## src/rtl/l2_arbiter_pkg.sv

```systemverilog
// Shared types for the L1-to-L2 line arbiter: word/line types and the
// arbiter FSM and owner encodings.
package rv32i_types;

  typedef logic [31:0]  rv32i_word;
  typedef logic [255:0] l2_line_t;

  typedef enum logic [1:0] {IDLE, BUSY, DONE} arb_state_t;
  typedef enum logic       {SRC_I, SRC_D}     arb_src_t;

  localparam rv32i_word LINE_ADDR_MASK = 32'hFFFF_FFE0;

  // L2 transfers whole 32-byte lines, so the byte offset is always zero.
  function automatic rv32i_word line_align(input rv32i_word addr);
    return addr & LINE_ADDR_MASK;
  endfunction

endpackage

```

## src/rtl/l2_arbiter_if.sv

```systemverilog
// Bundle of the I-side, D-side and L2 line-port signals seen by the arbiter.
// master = arbiter side, slave = the caches/L2 around it.
interface l2_arbiter_if;
  import rv32i_types::*;

  logic      icache_read;
  rv32i_word icache_address;
  l2_line_t  icache_rdata;
  logic      icache_resp;

  logic      dcache_read;
  logic      dcache_write;
  rv32i_word dcache_address;
  l2_line_t  dcache_wdata;
  l2_line_t  dcache_rdata;
  logic      dcache_resp;

  logic      l2_read;
  logic      l2_write;
  rv32i_word l2_address;
  l2_line_t  l2_wdata;
  l2_line_t  l2_rdata;
  logic      l2_resp;

  modport master (
    input  icache_read, icache_address,
    output icache_rdata, icache_resp,
    input  dcache_read, dcache_write, dcache_address, dcache_wdata,
    output dcache_rdata, dcache_resp,
    output l2_read, l2_write, l2_address, l2_wdata,
    input  l2_rdata, l2_resp
  );

  modport slave (
    output icache_read, icache_address,
    input  icache_rdata, icache_resp,
    output dcache_read, dcache_write, dcache_address, dcache_wdata,
    input  dcache_rdata, dcache_resp,
    input  l2_read, l2_write, l2_address, l2_wdata,
    output l2_rdata, l2_resp
  );

endinterface

```

## src/rtl/l2_arbiter.sv

```systemverilog
// Round-robin arbiter of the I-side and D-side L1 caches onto one L2 line port.
// Every output comes straight from a flop or from registered state only.
module l2_arbiter
  import rv32i_types::*;
(
  input  logic          clk,
  input  logic          rst,
  l2_arbiter_if.master  bus
);

  arb_state_t state_q, state_d;
  arb_src_t   last_grant_q;
  arb_src_t   src_q;

  logic       l2_read_q;
  logic       l2_write_q;
  rv32i_word  l2_address_q;
  l2_line_t   l2_wdata_q;
  l2_line_t   rbuf_q;

  logic       grant_i;
  logic       grant_d;
  logic       take_resp;
  logic       i_req;
  logic       d_req;

  assign i_req = bus.icache_read;
  assign d_req = bus.dcache_read | bus.dcache_write;

  // NOTE: every signal written here gets a default first, so no path can
  // leave one unassigned and infer a latch.
  always_comb begin
    state_d   = state_q;
    grant_i   = 1'b0;
    grant_d   = 1'b0;
    take_resp = 1'b0;
    unique case (state_q)
      IDLE: begin
        if (i_req && d_req) begin
          // Under contention the side that did not win last time goes next.
          grant_d = (last_grant_q == SRC_I);
          grant_i = (last_grant_q == SRC_D);
        end else begin
          grant_i = i_req;
          grant_d = d_req;
        end
        if (grant_i || grant_d) state_d = BUSY;
      end
      BUSY: begin
        if (bus.l2_resp) begin
          take_resp = 1'b1;
          state_d   = DONE;
        end
      end
      DONE:    state_d = IDLE;
      default: state_d = IDLE;
    endcase
  end

  // NOTE: sequential state uses non-blocking assignments so every flop
  // samples pre-edge values and the update order inside the block is moot.
  always_ff @(posedge clk or posedge rst) begin
    if (rst) state_q <= IDLE;
    else     state_q <= state_d;
  end

  always_ff @(posedge clk or posedge rst) begin
    if (rst) begin
      last_grant_q <= SRC_I;
      src_q        <= SRC_I;
      l2_read_q    <= 1'b0;
      l2_write_q   <= 1'b0;
      l2_address_q <= '0;
      l2_wdata_q   <= '0;
      rbuf_q       <= '0;
    end else begin
      if (grant_i) begin
        src_q        <= SRC_I;
        last_grant_q <= SRC_I;
        l2_read_q    <= 1'b1;
        l2_write_q   <= 1'b0;
        l2_address_q <= line_align(bus.icache_address);
      end else if (grant_d) begin
        // A simultaneous read+write from the D side is resolved as a write.
        src_q        <= SRC_D;
        last_grant_q <= SRC_D;
        l2_read_q    <= ~bus.dcache_write;
        l2_write_q   <= bus.dcache_write;
        l2_address_q <= line_align(bus.dcache_address);
        l2_wdata_q   <= bus.dcache_wdata;
      end
      if (take_resp) begin
        rbuf_q     <= bus.l2_rdata;
        l2_read_q  <= 1'b0;
        l2_write_q <= 1'b0;
      end
    end
  end

  assign bus.l2_read      = l2_read_q;
  assign bus.l2_write     = l2_write_q;
  assign bus.l2_address   = l2_address_q;
  assign bus.l2_wdata     = l2_wdata_q;

  assign bus.icache_resp  = (state_q == DONE) && (src_q == SRC_I);
  assign bus.dcache_resp  = (state_q == DONE) && (src_q == SRC_D);
  assign bus.icache_rdata = rbuf_q;
  assign bus.dcache_rdata = rbuf_q;

endmodule

```

## src/flat_wrapper.sv

```systemverilog
// flat-port wrapper written by rule: the top's interface ports become plain ports
module l2_arbiter_flat import rv32i_types::*;
  (clk, rst, bus_icache_read, bus_icache_address, bus_icache_rdata, bus_icache_resp, bus_dcache_read, bus_dcache_write, bus_dcache_address, bus_dcache_wdata, bus_dcache_rdata, bus_dcache_resp, bus_l2_read, bus_l2_write, bus_l2_address, bus_l2_wdata, bus_l2_rdata, bus_l2_resp);
  l2_arbiter_if bus_i ();
  input  logic clk;
  input  logic rst;
  input wire logic [$bits(bus_i.icache_read)-1:0] bus_icache_read;
  input wire logic [$bits(bus_i.icache_address)-1:0] bus_icache_address;
  output wire logic [$bits(bus_i.icache_rdata)-1:0] bus_icache_rdata;
  output wire logic [$bits(bus_i.icache_resp)-1:0] bus_icache_resp;
  input wire logic [$bits(bus_i.dcache_read)-1:0] bus_dcache_read;
  input wire logic [$bits(bus_i.dcache_write)-1:0] bus_dcache_write;
  input wire logic [$bits(bus_i.dcache_address)-1:0] bus_dcache_address;
  input wire logic [$bits(bus_i.dcache_wdata)-1:0] bus_dcache_wdata;
  output wire logic [$bits(bus_i.dcache_rdata)-1:0] bus_dcache_rdata;
  output wire logic [$bits(bus_i.dcache_resp)-1:0] bus_dcache_resp;
  output wire logic [$bits(bus_i.l2_read)-1:0] bus_l2_read;
  output wire logic [$bits(bus_i.l2_write)-1:0] bus_l2_write;
  output wire logic [$bits(bus_i.l2_address)-1:0] bus_l2_address;
  output wire logic [$bits(bus_i.l2_wdata)-1:0] bus_l2_wdata;
  input wire logic [$bits(bus_i.l2_rdata)-1:0] bus_l2_rdata;
  input wire logic [$bits(bus_i.l2_resp)-1:0] bus_l2_resp;
  assign bus_i.icache_read = bus_icache_read;
  assign bus_i.icache_address = bus_icache_address;
  assign bus_icache_rdata = bus_i.icache_rdata;
  assign bus_icache_resp = bus_i.icache_resp;
  assign bus_i.dcache_read = bus_dcache_read;
  assign bus_i.dcache_write = bus_dcache_write;
  assign bus_i.dcache_address = bus_dcache_address;
  assign bus_i.dcache_wdata = bus_dcache_wdata;
  assign bus_dcache_rdata = bus_i.dcache_rdata;
  assign bus_dcache_resp = bus_i.dcache_resp;
  assign bus_l2_read = bus_i.l2_read;
  assign bus_l2_write = bus_i.l2_write;
  assign bus_l2_address = bus_i.l2_address;
  assign bus_l2_wdata = bus_i.l2_wdata;
  assign bus_i.l2_rdata = bus_l2_rdata;
  assign bus_i.l2_resp = bus_l2_resp;
  l2_arbiter u_core (.clk(clk), .rst(rst), .bus(bus_i));
endmodule
```

## config.mk

```make
export PLATFORM = sky130hd
export DESIGN_NAME = l2_arbiter_flat
export DESIGN_NICKNAME = d
export VERILOG_FILES = /design/src/rtl/l2_arbiter_pkg.sv /design/src/rtl/l2_arbiter_if.sv /design/src/rtl/l2_arbiter.sv /design/src/flat_wrapper.sv
export SDC_FILE = /design/constraint.sdc
export NUM_CORES = 1
export LEC_CHECK = 0
export ABC_AREA = 0
export BUFFER_PORTS_ARGS = -buffer_cell sky130_fd_sc_hd__buf_2
export CAP_MARGIN = 20
export CORE_AREA = 2 2 533 535
export DETAILED_ROUTE_END_ITERATION = 16
export DIE_AREA = 0 0 535 537
export PLACE_DENSITY = 0.33
export SETUP_SLACK_MARGIN = 0.05
export SLEW_MARGIN = 20
export SYNTH_ARGS = -nofsm -noshare
export SYNTH_HDL_FRONTEND = slang
export SYNTH_SLANG_ARGS = --single-unit
```

## constraint.sdc

```tcl
create_clock -name clk -period 23 [get_ports clk]
set_input_delay 5.75 -clock clk [delete_from_list [all_inputs] [get_ports clk]]
set_output_delay 5.75 -clock clk [all_outputs]
set_load 0.01 [all_outputs]
```

==> impl_metrics.json, run 1 <==
{
  "synthAdderAreaFrac_pct": 0,
  "syn_inst": 2003,
  "clock_skew_ns": 0.0460,
  "synth_seq_area_share_pct": 57.7,
  "htree_levels": 3,
  "post-place-ws_ns": 13.83,
  "crit_path_end_kind": "flop",
  "peakVddDrop_uv": 51.8,
  "post_dp_cell_area_um2": 32600,
  "die_x_um": 535,
  "drive_gt1_share_pct": 55.8,
  "final_net_count": 3707,
  "period_share_pct": 35.7,
  "path_clk_slew_ns": 0.05,
  "slew_headroom_pct": 29.6,
  "setup_viol": 0,
  "power_density_nw_per_um2": 149,
  "met2_usage_pct": 17.5,
  "fmax_ghz": 0.122,
  "netlist_area_um2": 23600,
  "pwr-share-clk_pct": 25.0,
  "wire_per_inst_um": 26.2,
  "crit_type": "in -> reg",
  "io_pins": 1386,
  "start_util_pct": 8.38,
  "cts-root-buf": "clkbuf_16",
  "hold_violations": 0,
  "grt.busiest_layer": "met2",
  "grt_use_met1_pct": 14.1,
  "groute.usage.overall_pct": 12.2,
  "maxCapViolCount": 0,
  "synth_simple_gate_area_share_pct": 13.2,
  "stdcell_area_um2": 35400,
  "synth.distinct_cells": 30,
  "tightest_slew_ns": 1.06,
  "synth-compound-area-share_pct": 1.43,
  "startpoint_type": "input pin",
  "worst_hold_path_type": "reg -> reg",
  "setup_ws_ns": 14.78,
  "critPathMaxFanout": 44,
  "cts_tree": "done",
  "ant_nets": 0,
  "grt_pass1_vias": 19700,
  "fin_crit_ns": 8.22,
  "gp_congestion": 0.901,
  "synth_xor_area_share_pct": 0,
  "cts.sinks": 544,
  "p_int_mw": 3.05,
  "grt_overflow": 0,
  "synth_seq_cells": 544,
  "core_um2": 281000,
  "avgSynthCellArea_um2": 11.8,
  "die_h_um": 537,
  "final_core_util_pct": 12.6,
  "netSwitchingFraction_pct": 42.1,
  "global_route.usage.met3_pct": 8.96,
  "synth_top_family_by_area": "multiplexers",
  "cts_buffers": 84,
  "area_growth_pct": 50.3,
  "cts_resized": 0,
  "die_area_um2": 287000,
  "port_buffers": 1370,
  "drc": 0,
  "p_switching_mw": 2.21,
  "seq_power_share_pct": 33.4,
  "initialDrtViolationCount": 877,
  "post-cts-setup-buffers": 0,
  "rsz0062_at_grt": "no",
  "p_leak_nw": 17.9,
  "antenna_found_initial": 249,
  "comb_power_share_pct": 41.5,
  "wl_mm": 183,
  "grt_pass1_wl_mm": 225,
  "grt_max_degree": 142,
  "clk_latency_ns": 0.81,
  "via_count": 20100,
  "vias_per_cell": 2.88,
  "holdWs_ns": 0.492,
  "crit_arrival_ns": 8.86,
  "muxShareOfSynthArea_pct": 15.9,
  "dr.pass1.iters": 5,
  "fin_setup_tns_ns": 0,
  "n_fill_cell": 32300,
  "hold_buffers": 0,
  "clk_path_buf_depth": 4,
  "post-dp-hpwl_mm": 156,
  "slew_violations": 0,
  "rows": 195,
  "synth-warning-count": 0,
  "crit_required_ns": 23.64,
  "status": "completed"
}
-- stage by stage --
step	instances	total power, mW
floorplan	2007	2.89
global placement	6782	4.04
detailed placement	6782	4.03
CTS	6929	5.42
global route	6952	5.59
finish	6983	5.26
-- cells in the final DEF, fill, tap and decap left out --
cell type	count
a211oi_1	1
a211oi_2	1
a21boi_0	1
a21o_1	1
a21oi_1	1
a221o_1	27
and2_4	1
and3_1	27
and3b_1	1
buf_12	2
buf_2	1370
buf_4	18
bufinv_16	6
clkbuf_1	22
clkbuf_16	84
clkbuf_8	17
clkinv_2	8
clkinv_4	2
clkinv_8	1
clkinvlp_4	3
conb_1	5
dfrtp_1	544
diode_2	54
inv_6	4
inv_8	2
mux2_2	27
mux2_4	229
nand2_1	771
nand3b_1	1
nor2_1	2
nor3_1	2
nor3b_1	1
o211a_1	1
o21ai_2	1
o31ai_1	1
or2_4	1
-- layout make-up --
cell class	count	area, um2	share of cell area [%]
Antenna cell	54	135	0.381
Clock buffer	123	2420	6.83
Clock inverter	24	312	0.879
Inverter	2	22.5	0.0636
Multi-Input combinational cell	1103	7220	20.4
Sequential cell	544	13600	38.4
Tap cell	3743	4680	13.2
Timing Repair Buffer	1390	7030	19.8
-- kinds of logic (layout without fill, tap and decap cells) --
logic type | count (synthesis) | in the layout
buffers and inverters | 360 | 1539
AND/OR/NAND/NOR | 807 | 807
multiplexers | 256 | 256
flip-flops | 544 | 544
other | 1 | 59
AO/OA/AOI/OAI | 35 | 35
-- metal layers --
metal,vias to the layer above,routed length [um]
met1,9669,72100
li1,8496,-
met4,138,5900
met3,452,29900
met2,1366,74400
met5,-,971
-- path summary, 6_finish.rpt --
| path | start | to | slack, ns | depth (start not counted) |
|---|---|---|---|---|
| hold / removal | u_core.bus.dcache_rdata[168] | u_core.bus.dcache_rdata[168] | 0.49 | 2 |
| hold reg to reg | u_core.bus.dcache_rdata[168] | u_core.bus.dcache_rdata[168] | 0.49 | 2 |
| min in group asynchronous | rst | u_core.bus.l2_wdata[118] | 5.06 | 2 |
| max in group asynchronous | rst | u_core.bus.dcache_rdata[10] | 15.13 | 5 |
| setup / recovery | bus_dcache_write | u_core.bus.l2_wdata[174] | 14.78 | 6 |
| setup reg to reg | u_core.state_q[1] | u_core.bus.l2_wdata[174] | 19.53 | 5 |
-- synthesized netlist by cell type, drive strengths merged --
library cell	instances	share of area [%]
nand2	771	12
a211oi	2	0.085
or2	1	0.037
a21boi	1	0.032
and3b	1	0.037
nand3b	1	0.032
nor3b	1	0.032
o211a	1	0.042
clkinv	1	0.016
conb	1	0.016
a21o	1	0.032
nor2	2	0.032
inv	1	0.016
a21oi	1	0.021
buf	324	11
o21ai	1	0.037
dfrtp	544	58
a221o	27	1.1
clkbuf	34	0.54
and2	1	0.037
and3	27	0.72
nor3	2	0.042
mux2	256	16
o31ai	1	0.032
-- power by group through the flow --
stage          Clock, mW  Combinational [mW]  Sequential [mW]
2_1_floorplan          0                1.02             1.87
5_1_grt             1.41                2.36             1.82
3_3_place_gp           0                2.28             1.76
6_report            1.32                2.19             1.76
4_1_cts             1.39                2.27             1.77
3_5_place_dp           0                2.26             1.77
-- critical path: stages --
cell and delay, ns:
buf_2 0.11, or2_4 0.33, and2_4 0.66, buf_4 0.77
buf_4 0.68, mux2_4 0.36
-- registers in the layout (all words and copies together), names as in the netlist --
signal / count
u_core.bus.dcache_rdata: 256
u_core.bus.l2_address: 27
u_core.bus.l2_read: 1
u_core.bus.l2_wdata: 256
u_core.bus.l2_write: 1
u_core.last_grant_q: 1
u_core.state_q: 2
Note: power is estimated with default switching activity, not from simulation.
==> run 2: changes to the inputs <==
--- a/config.mk
+++ b/config.mk
@@ -8,9 +8,9 @@
 export ABC_AREA = 0
 export BUFFER_PORTS_ARGS = -buffer_cell sky130_fd_sc_hd__buf_2
 export CAP_MARGIN = 20
-export CORE_AREA = 2 2 533 535
+export CORE_AREA = 2 2 543 545
 export DETAILED_ROUTE_END_ITERATION = 16
-export DIE_AREA = 0 0 535 537
+export DIE_AREA = 0 0 545 547
 export PLACE_DENSITY = 0.33
 export SETUP_SLACK_MARGIN = 0.05
 export SLEW_MARGIN = 20
==> constraint.sdc (replaced) <==
create_clock -name clk -period 7.12 [get_ports clk]
set_input_delay 1.78 -clock clk [delete_from_list [all_inputs] [get_ports clk]]
set_output_delay 1.78 -clock clk [all_outputs]
set_load 0.01 [all_outputs]
==> run 2 against run 1 <==
Against the previous run: count of clock-buffer cells in the layout shrank 5; sequential share of layout area decreased by 0.67 points; hold slack improved by 0.0030 ns; critical path depth stayed put; total power grew to 3.3 times the previous value; critical path type unchanged; critical endpoint is now u_core.bus.l2_wdata[144]; largest cell class unchanged; largest power group unchanged.
==> impl_metrics.json, run 2 (synthesis results as in run 1) <==
{
  "post-dp-hpwl_mm": 164,
  "via_count": 20000,
  "wire_per_inst_um": 26.6,
  "netSwitchingFraction_pct": 42.2,
  "antenna_found_initial": 248,
  "hold_violations": 0,
  "groute.usage.overall_pct": 12.3,
  "grt_pass1_vias": 19500,
  "r2r_slack_ns": 4.23,
  "htree_levels": 3,
  "tightest_slew_ns": 1.03,
  "core_um2": 293000,
  "p_int_mw": 10.1,
  "p_leak_nw": 18.1,
  "port_buffers": 1370,
  "p_total_mw": 17.4,
  "grt_pass1_wl_mm": 232,
  "multiInputGateArea_um2": 7220,
  "fmax_ghz": 0.279,
  "dr.pass1.iters": 5,
  "post-cts-setup-buffers": 0,
  "slew_headroom_pct": 31.6,
  "pwr-share-clk_pct": 25.9,
  "seq_power_share_pct": 32.6,
  "maxCapViolCount": 0,
  "cts-root-buf": "clkbuf_16",
  "holdWs_ns": 0.495,
  "power_density_nw_per_um2": 482,
  "slew_violations": 0,
  "worst_hold_path_type": "reg -> reg",
  "io_pins": 1386,
  "cts_resized": 0,
  "comb_power_share_pct": 41.6,
  "cts_buffers": 86,
  "initialDrtViolationCount": 1059,
  "status": "completed",
  "rows": 199,
  "final_common_cell": "buf_2",
  "n_fill_cell": 33600,
  "mostFrequentLayoutCells": "buf_2 (1370), nand2_1 (771), dfrtp_1 (544)",
  "clk_path_buf_depth": 4,
  "drc": 0,
  "critPathMaxFanout": 63,
  "rsz0062_at_grt": "no",
  "fin_crit_ns": 3.58,
  "ant_nets": 0,
  "wl_mm": 191,
  "start_util_pct": 8.06,
  "drive_gt1_share_pct": 56.2,
  "crit_type": "in -> reg",
  "period_share_pct": 50.3,
  "die_h_um": 547,
  "crit_required_ns": 7.76,
  "crit_path_end_kind": "flop",
  "hold_buffers": 0,
  "setup_viol": 0,
  "peakVddDrop_uv": 196,
  "die_area_um2": 298000,
  "final-seq-area_um2": 13600,
  "final_net_count": 3715,
  "startpoint_type": "input pin",
  "grt_overflow": 0,
  "path_clk_slew_ns": 0.05,
  "p_switching_mw": 7.34,
  "final_core_util_pct": 12.3,
  "cts_tree": "done",
  "clock_skew_ns": 0.0412,
  "gp_congestion": 0.887,
  "vias_per_cell": 2.78,
  "clk_latency_ns": 0.77,
  "grt_max_degree": 126,
  "crit_arrival_ns": 4.23,
  "die_x_um": 545,
  "cts.sinks": 544,
  "area_growth_pct": 52.9
}
-- run 2: cell count changes in the layout (fill, tap and decap cells not counted), moves of 5 or more --
cell / delta
buf_12: +11
buf_4: -5
clkbuf_1: -8
clkinv_2: +5
clkinvlp_4: +5
diode_2: +16
-- run 2: final timing paths --
path / from / to / cells past startpoint
min: u_core.bus.dcache_rdata[41] / u_core.bus.dcache_rdata[41] / 2
min reg2reg: u_core.bus.dcache_rdata[41] / u_core.bus.dcache_rdata[41] / 2
min in group asynchronous: rst / u_core.bus.dcache_rdata[149] / 2
max in group asynchronous: rst / u_core.bus.dcache_rdata[81] / 4
max: bus_icache_read / u_core.bus.l2_wdata[144] / 6
max reg2reg: u_core.state_q[1] / u_core.bus.l2_wdata[144] / 5
-- run 2: routing by layer --
layer	vias to the layer above	track usage, %	wire length (um)
met5	-	0	739
met4	110	3.02	5870
met3	430	9.53	34900
met2	1336	17.7	76700
met1	9525	13.9	72900
li1	8569	-	-
-- run 2: cell type report --
cell class,count,area share (%)
clock buffers,118,6.83
multi-input cells,1103,20.0
diodes,70,0.486
flip-flops and latches,544,37.7
clock inverters,35,1.26
repair buffers,1396,20.0
inverters,2,0.0520
well taps,3919,13.6
-- run 2: worst max-delay path, cell delays in order --
cell and delay, ns:
buf_2 0.14, a211oi_2 0.21, buf_4 0.33, and2_4 0.67, buf_12 0.45, mux2_4 0.35
-- run 2: power by group through the flow --
stage	clock [mW]	sequential [mW]	combinational, mW
4_1_cts	4.72	5.69	7.52
2_1_floorplan	0	6.03	3.30
6_report	4.50	5.66	7.23
3_5_place_dp	0	5.71	7.49
3_3_place_gp	0	5.69	7.52
5_1_grt	4.82	5.85	7.83
-- run 2: through the flow --
step	setup slack, ns	cell area, um2	setup TNS (ns)	cells
floorplan	-2.06	23600	-1120.60	2007
detailed placement	2.73	33000	0	6964
finish	3.54	36100	0	7187
global placement	2.77	33000	0	6964
CTS	3.44	35900	0	7117
global route	3.47	36000	0	7149
